`src/rtl/rca_cfg_loader_if.sv`:
```
// Bus bundle for rca_cfg_loader: issue-side switch handshake, config ROM read port,
// grid config write port and load status.
interface rca_cfg_loader_if #(
    parameter int NUM_RCAS   = 4,
    parameter int CFG_WORDS  = 16,
    parameter int CFG_DATA_W = 32
);
    localparam int STRIDE = CFG_WORDS + 1;
    localparam int ROM_AW = $clog2(NUM_RCAS * STRIDE);
    localparam int SEL_W  = (NUM_RCAS > 1) ? $clog2(NUM_RCAS) : 1;
    localparam int WA_W   = $clog2(CFG_WORDS);

    logic                  switch_req;
    logic [SEL_W-1:0]      switch_rca_sel;
    logic                  switch_ready;
    logic                  grid_idle;
    logic                  cfg_rom_rd;
    logic [ROM_AW-1:0]     cfg_rom_addr;
    logic [CFG_DATA_W-1:0] cfg_rom_data;
    logic                  cfg_wr_en;
    logic [WA_W-1:0]       cfg_wr_addr;
    logic [CFG_DATA_W-1:0] cfg_wr_data;
    logic                  cfg_done;
    logic                  loaded_valid;
    logic [SEL_W-1:0]      loaded_rca;
    logic                  busy;
    logic                  cfg_error;

    modport slave (
        input  switch_req, switch_rca_sel, grid_idle, cfg_rom_data,
        output switch_ready, cfg_rom_rd, cfg_rom_addr, cfg_wr_en, cfg_wr_addr,
               cfg_wr_data, cfg_done, loaded_valid, loaded_rca, busy, cfg_error
    );

    modport master (
        output switch_req, switch_rca_sel, grid_idle, cfg_rom_data,
        input  switch_ready, cfg_rom_rd, cfg_rom_addr, cfg_wr_en, cfg_wr_addr,
               cfg_wr_data, cfg_done, loaded_valid, loaded_rca, busy, cfg_error
    );
endinterface

```
`src/rtl/rca_cfg_loader.sv`:
```
// Reconfiguration sequencer: waits for the RCA grid to drain, then streams one RCA image
// from the config ROM into the grid. Define RCA_CFG_CHECKSUM_EN to verify each image's XOR checksum.
module rca_cfg_loader #(
    parameter int NUM_RCAS   = 4,
    parameter int CFG_WORDS  = 16,
    parameter int CFG_DATA_W = 32
) (
    input logic           clk,
    input logic           rst,
    rca_cfg_loader_if.slave bus
);
    localparam int STRIDE = CFG_WORDS + 1;
    localparam int ROM_AW = $clog2(NUM_RCAS * STRIDE);
    localparam int SEL_W  = (NUM_RCAS > 1) ? $clog2(NUM_RCAS) : 1;
    localparam int WA_W   = $clog2(CFG_WORDS);
    localparam int IDX_W  = $clog2(CFG_WORDS + 1);

`ifdef RCA_CFG_CHECKSUM_EN
    localparam logic [IDX_W-1:0] LAST = IDX_W'(CFG_WORDS);
`else
    localparam logic [IDX_W-1:0] LAST = IDX_W'(CFG_WORDS - 1);
`endif

    typedef enum logic [2:0] {IDLE, WAIT_IDLE, LOAD, DRAIN, DONE} state_t;

    state_t            state;
    logic [SEL_W-1:0]  target;
    logic [SEL_W-1:0]  loaded_rca;
    logic [SEL_W-1:0]  load_sel;
    logic              loaded_valid;
    logic              hit_r;
    logic              cfg_done;
    logic              rom_rd;
    logic              rd_r;
    logic              sum_bad;
    logic              cfg_error;
    logic [IDX_W-1:0]  idx;
    logic [IDX_W-1:0]  idx_r;
    logic [ROM_AW-1:0] rom_addr;
    logic              hit;
    logic              start_load;
    logic              wr_en;

    function automatic logic [ROM_AW-1:0] rca_base(input logic [SEL_W-1:0] sel);
        return ROM_AW'(sel) * ROM_AW'(STRIDE);
    endfunction

    assign hit = loaded_valid && (loaded_rca == bus.switch_rca_sel);

    // Load start is shared by the direct IDLE path and the WAIT_IDLE path.
    always_comb begin
        start_load = 1'b0;
        load_sel   = target;
        case (state)
            IDLE: begin
                start_load = bus.switch_req && !hit && bus.grid_idle;
                load_sel   = bus.switch_rca_sel;
            end
            WAIT_IDLE: start_load = bus.grid_idle;
            default: ;
        endcase
    end

    // ROM data lags the read strobe by one cycle; the checksum slot is read but never written.
    assign wr_en = rd_r && (idx_r < IDX_W'(CFG_WORDS));

    always_ff @(posedge clk) begin
        if (rst) begin
            state        <= IDLE;
            target       <= '0;
            hit_r        <= 1'b0;
            loaded_valid <= 1'b0;
            loaded_rca   <= '0;
            cfg_done     <= 1'b0;
            rom_rd       <= 1'b0;
            rom_addr     <= '0;
            idx          <= '0;
            idx_r        <= '0;
            rd_r         <= 1'b0;
        end else begin
            rd_r     <= rom_rd;
            idx_r    <= idx;
            cfg_done <= 1'b0;
            case (state)
                IDLE: begin
                    if (bus.switch_req) begin
                        target <= bus.switch_rca_sel;
                        hit_r  <= hit;
                        if (hit) begin
                            cfg_done <= 1'b1;
                            state    <= DONE;
                        end else if (!bus.grid_idle) begin
                            state <= WAIT_IDLE;
                        end
                    end
                end
                WAIT_IDLE: ;
                LOAD: begin
                    if (idx == LAST) begin
                        rom_rd <= 1'b0;
                        state  <= DRAIN;
                    end else begin
                        idx      <= idx + 1'b1;
                        rom_addr <= rom_addr + 1'b1;
                    end
                end
                DRAIN: begin
                    cfg_done <= 1'b1;
                    state    <= DONE;
                end
                DONE: begin
                    state <= IDLE;
                    if (!hit_r && !sum_bad) begin
                        loaded_valid <= 1'b1;
                        loaded_rca   <= target;
                    end
                end
                default: state <= IDLE;
            endcase
            if (start_load) begin
                state        <= LOAD;
                rom_rd       <= 1'b1;
                idx          <= '0;
                rom_addr     <= rca_base(load_sel);
                loaded_valid <= 1'b0;
            end
        end
    end

`ifdef RCA_CFG_CHECKSUM_EN
    logic [CFG_DATA_W-1:0] acc;

    // In DRAIN the ROM output is the checksum slot; acc already holds every written word.
    always_ff @(posedge clk) begin
        if (rst) begin
            acc       <= '0;
            sum_bad   <= 1'b0;
            cfg_error <= 1'b0;
        end else begin
            if (wr_en)
                acc <= acc ^ bus.cfg_rom_data;
            if (start_load) begin
                acc     <= '0;
                sum_bad <= 1'b0;
            end
            if (state == DRAIN && acc != bus.cfg_rom_data) begin
                sum_bad   <= 1'b1;
                cfg_error <= 1'b1;
            end
        end
    end
`else
    assign sum_bad   = 1'b0;
    assign cfg_error = 1'b0;
`endif

    assign bus.switch_ready = (state == IDLE);
    assign bus.busy         = (state != IDLE);
    assign bus.cfg_rom_rd   = rom_rd;
    assign bus.cfg_rom_addr = rom_addr;
    assign bus.cfg_wr_en    = wr_en;
    assign bus.cfg_wr_addr  = idx_r[WA_W-1:0];
    assign bus.cfg_wr_data  = bus.cfg_rom_data;
    assign bus.cfg_done     = cfg_done;
    assign bus.loaded_valid = loaded_valid;
    assign bus.loaded_rca   = loaded_rca;
    assign bus.cfg_error    = cfg_error;
endmodule

```
`src/flat_wrapper.sv`:
```
// flat-port wrapper written by rule: the top's interface ports become plain ports
module rca_cfg_loader_flat 
#(
    parameter int NUM_RCAS   = 4,
    parameter int CFG_WORDS  = 16,
    parameter int CFG_DATA_W = 32
)
  (clk, rst, bus_switch_req, bus_switch_rca_sel, bus_grid_idle, bus_cfg_rom_data, bus_switch_ready, bus_cfg_rom_rd, bus_cfg_rom_addr, bus_cfg_wr_en, bus_cfg_wr_addr, bus_cfg_wr_data, bus_cfg_done, bus_loaded_valid, bus_loaded_rca, bus_busy, bus_cfg_error);
  rca_cfg_loader_if #(.NUM_RCAS(NUM_RCAS), .CFG_WORDS(CFG_WORDS), .CFG_DATA_W(CFG_DATA_W)) bus_i ();
  input logic clk;
  input logic rst;
  input wire logic [$bits(bus_i.switch_req)-1:0] bus_switch_req;
  input wire logic [$bits(bus_i.switch_rca_sel)-1:0] bus_switch_rca_sel;
  input wire logic [$bits(bus_i.grid_idle)-1:0] bus_grid_idle;
  input wire logic [$bits(bus_i.cfg_rom_data)-1:0] bus_cfg_rom_data;
  output wire logic [$bits(bus_i.switch_ready)-1:0] bus_switch_ready;
  output wire logic [$bits(bus_i.cfg_rom_rd)-1:0] bus_cfg_rom_rd;
  output wire logic [$bits(bus_i.cfg_rom_addr)-1:0] bus_cfg_rom_addr;
  output wire logic [$bits(bus_i.cfg_wr_en)-1:0] bus_cfg_wr_en;
  output wire logic [$bits(bus_i.cfg_wr_addr)-1:0] bus_cfg_wr_addr;
  output wire logic [$bits(bus_i.cfg_wr_data)-1:0] bus_cfg_wr_data;
  output wire logic [$bits(bus_i.cfg_done)-1:0] bus_cfg_done;
  output wire logic [$bits(bus_i.loaded_valid)-1:0] bus_loaded_valid;
  output wire logic [$bits(bus_i.loaded_rca)-1:0] bus_loaded_rca;
  output wire logic [$bits(bus_i.busy)-1:0] bus_busy;
  output wire logic [$bits(bus_i.cfg_error)-1:0] bus_cfg_error;
  assign bus_i.switch_req = bus_switch_req;
  assign bus_i.switch_rca_sel = bus_switch_rca_sel;
  assign bus_i.grid_idle = bus_grid_idle;
  assign bus_i.cfg_rom_data = bus_cfg_rom_data;
  assign bus_switch_ready = bus_i.switch_ready;
  assign bus_cfg_rom_rd = bus_i.cfg_rom_rd;
  assign bus_cfg_rom_addr = bus_i.cfg_rom_addr;
  assign bus_cfg_wr_en = bus_i.cfg_wr_en;
  assign bus_cfg_wr_addr = bus_i.cfg_wr_addr;
  assign bus_cfg_wr_data = bus_i.cfg_wr_data;
  assign bus_cfg_done = bus_i.cfg_done;
  assign bus_loaded_valid = bus_i.loaded_valid;
  assign bus_loaded_rca = bus_i.loaded_rca;
  assign bus_busy = bus_i.busy;
  assign bus_cfg_error = bus_i.cfg_error;
  rca_cfg_loader #(.NUM_RCAS(NUM_RCAS), .CFG_WORDS(CFG_WORDS), .CFG_DATA_W(CFG_DATA_W)) u_core (.clk(clk), .rst(rst), .bus(bus_i));
endmodule
```
`config.mk`:
```
export PLATFORM = sky130hd
export DESIGN_NAME = rca_cfg_loader_flat
export DESIGN_NICKNAME = d
export VERILOG_FILES = /design/src/rtl/rca_cfg_loader_if.sv /design/src/rtl/rca_cfg_loader.sv /design/src/flat_wrapper.sv
export SDC_FILE = /design/constraint.sdc
export NUM_CORES = 1
export LEC_CHECK = 0
export ABC_AREA = 1
export CORE_MARGIN = 5
export CORE_UTILIZATION = 35
export CTS_CLUSTER_DIAMETER = 100
export DETAILED_ROUTE_END_ITERATION = 8
export PLACE_DENSITY = 0.77
export SYNTH_ARGS = -nofsm -noshare
export SYNTH_HDL_FRONTEND = slang
export SYNTH_SLANG_ARGS = --single-unit
export TNS_END_PERCENT = 30
```
`constraint.sdc`:
```
create_clock -name clk -period 1.75 [get_ports clk]
set_input_delay 0.4375 -clock clk [delete_from_list [all_inputs] [get_ports clk]]
set_output_delay 0.4375 -clock clk [all_outputs]
set_load 0.01 [all_outputs]
```
==> metrics.txt <==
status=completed; Final Hold Slack=0.434 ns; fraction of the yosys area taken by sequential cells=34.6%; Worst Min Path Start=u_core.bus.cfg_rom_rd$_SDFFE_PP0P_; gp weighted congestion=0.819; Inserted Clock Buffers=5; Post-route DRC=0; logic depth of the worst register-to-register path=9; final setup vio count=0; endpoint of the worst hold-timing path=u_core.rd_r$_SDFF_PP0_; minimum clock period=1.70 ns; FF-to-FF Start=u_core.idx[0]$_SDFFE_PP0P_; maximum number of pins on one net before global-route repair=12; power density over the cells=1220 mW/mm²; met2 track demand over resource=19.0%; maximum clock frequency=590 MHz; router iterations before antenna repair=4; sequential cell fraction of total power=35.1%; Placed Cells=273; antenna violations before repair=0; Core Area=0.00469 mm²; iteration-0 DRC count of the detailed router=80; Avg Vias per Cell=4.62; total global-route track usage=11.0%; clock tree from TritonCTS=built; count of mapped cells out of synthesis=220; io pins=90; part of the total power dissipated in the clock network=25.7%; Starting Density=35.8%; accumulated negative setup slack=0 ns; post-synthesis cell area=0.00168 mm²; R2R Path End=u_core.idx[2]$_SDFFE_PP0P_; final worst-path cycle share=96.9%; CP Cell Sequence=clkdlybuf4s50_1; CTS sink count=29; Die Span X=79.3 µm; internal cell power=1510 µW; number of enable-type register cells in the synthesized netlist=0; mean area per synthesized cell=7.63 µm²; Crit path max-delay family=buffers and inverters; number of maximum-capacitance violations=0; Worst Setup Start Kind=register; category of the critical setup timing path=register to output pin; sequential cell area in the final layout=586 µm²; hold path cells=2; root buffer cell=clkbuf_8; synthesis warning total=0; Critical path buffers and inverters=1; layer carrying the most global-route usage=met2; min setup slack post-route=0.0545 ns; overall die height=79.3 µm; total die area=0.00628 mm²; post-route clock skew=0.00679 ns; class of the tightest hold or removal check=register to register; Comb pwr share=39.3%; slowest cell on the critical path=clkdlybuf4s50_1; switch share=35.7%; total gr overflow=0; flip-flop and latch count after synthesis=29; signal arrival time at the worst endpoint=1.26 ns; mean routed wirelength per cell=12.0 µm; combined area of the multi-input logic cells=693 µm²; P_leak=0.000817 µW; crit path capture type=output pin; Synth async-reset ratio=0%; number of H-tree levels=2; reg-to-reg setup timing slack=0.10 ns; global-route track usage on met1=11.2%; post-layout power=2350 µW; number of global-route vias before repair=1281; start point of the critical path=u_core.bus.cfg_rom_addr[0]$_SDFFE_PP0P_; Worst Path Max Fanout=4; final non-filler cell total=284; post-CTS clock slew at the launch and capture registers of the worst setup and hold paths=0.06 ns; Layout Area Growth over Synthesis=15.0%; dominant register cell in the synthesized netlist=dfxtp_1; remaining antenna violation count=0; hold_buf cts=0; final hold viol count=0; number of slew-limit violations in the final report=0; # fillers=478; fraction of met3 tracks used by global routing=4.08%; first-pass GRT wire length=5440 µm; Setup Slack @ Placement=-0.0837 ns; Max rail drop VDD=0.539 mV; # diodes=0; worst-skew pair later-pin latency=0.28 ns; maximum buffer depth of the clock tree=2; Max stage delay on crit path=0.57 ns; Routed Wire Length=3400 µm; synthesized netlist net count=261; DP Wirelength=2420 µm; fraction of final layout cells sized beyond drive strength 1=23.5%; total number of vias=1312; data required time of the worst path=1.31 ns; Net Sw Power=840 µW; count of buffers from port buffering=24; number of different library cells in the post-synthesis netlist=29; final net count=270; placement row count=25
[synth_stat cells (all sizes together) (2+ instances only)]
master / number / area share (%)
o21ai: 10 / 3.0
nand3: 15 / 6.3
nor2: 26 / 8.2
buf: 38 / 17
a211oi: 2 / 0.89
nand2: 36 / 9.1
nand4: 5 / 1.9
dfxtp: 29 / 35
xnor2: 3 / 1.6
ha: 3 / 2.2
a21oi: 13 / 5.2
nor3: 3 / 0.89
inv: 32 / 7.3
[worst max path at each step]
stage	slack [ns]	endpoint	cells past startpoint
2_1_floorplan	0.23	u_core.idx[3]$_SDFFE_PP0P_	9
4_1_cts	0.02	u_core.bus.cfg_rom_addr[5]$_SDFFE_PP0P_	12
5_1_grt	-0.01	u_core.idx[2]$_SDFFE_PP0P_	9
3_3_place_gp	-0.03	u_core.idx[1]$_SDFFE_PP0P_	9
6_report	0.05	bus_cfg_rom_addr[0]	1
3_5_place_dp	-0.08	u_core.idx[0]$_SDFFE_PP0P_	9
[sequential cells by signal, indices dropped and copies added (netlist names), 2 cells and up]
name and flops:
u_core.target 2, u_core.idx 5, u_core.bus.loaded_rca 2, u_core.idx_r 5, u_core.bus.cfg_rom_addr 7, u_core.state 3
[power by group through the flow]
stage | registers, µW | logic [µW] | clock network (µW)
after floorplan | 846 | 606 | 0
after global placement | 833 | 880 | 0
after detailed placement | 836 | 891 | 0
after CTS | 825 | 881 | 620
after global routing | 837 | 1030 | 651
final | 824 | 923 | 604
[layer usage]
metal  wire length, µm  vias to the layer above
met5                 0                        -
met4                93                        0
met3               229                        9
met2              1640                       32
met1              1440                      598
li1                  -                      673
[cells by family after synthesis]
| kind of cell | after synthesis | synth area share [%] |
|---|---|---|
| simple gates | 86 | 26.7 |
| buf+inv | 71 | 24.7 |
| flops | 29 | 34.6 |
| compound gates | 27 | 9.98 |
| xor+xnor | 3 | 1.57 |
| fa+ha+maj | 3 | 2.24 |
| other cells | 1 | 0.223 |
[final cells by class]
cell class,instances,share of cell area (%)
inverter,32,6.48
timing repair buffer,40,18.5
clock inverter,1,0.259
multi-input combinational,121,35.9
sequential,29,30.3
clock buffer,7,4.99
tap,54,3.50
[per-stage QoR]
step,utilization (%),area (µm²)
2_1_floorplan,-,1680
3_3_place_gp,38.3,1800
3_5_place_dp,38.3,1800
4_1_cts,40.5,1900
5_1_grt,41.1,1930
6_report,41.1,1930
[timing repair]
item | 4_1_cts | 5_1_grt
cloned | 0 | 1
buffers inserted | 0 | 2
resized for setup | 5 | 5
endpoints found under the setup margin | 2 | 8
pin swaps | 0 | 1
[cells in the final DEF, fill, tap and decap left out, types with 3 or more instances in the layout]
master / synthesis / layout
xnor2_1: 3 / 3
inv_2: 2 / 3
nand3_1: 12 / 12
dfxtp_2: 0 / 4
o21ai_0: 9 / 8
nand4_1: 5 / 5
ha_1: 3 / 3
clkbuf_8: 0 / 7
nor2_1: 18 / 18
nand2_1: 33 / 33
clkdlybuf4s50_1: 0 / 22
dfxtp_1: 29 / 25
nor3_1: 3 / 3
buf_4: 37 / 16
nor2_2: 4 / 4
inv_1: 29 / 27
a21oi_2: 6 / 6
a21oi_1: 7 / 7
nor2_4: 4 / 4
Note: power is estimated with default switching activity, not from simulation.
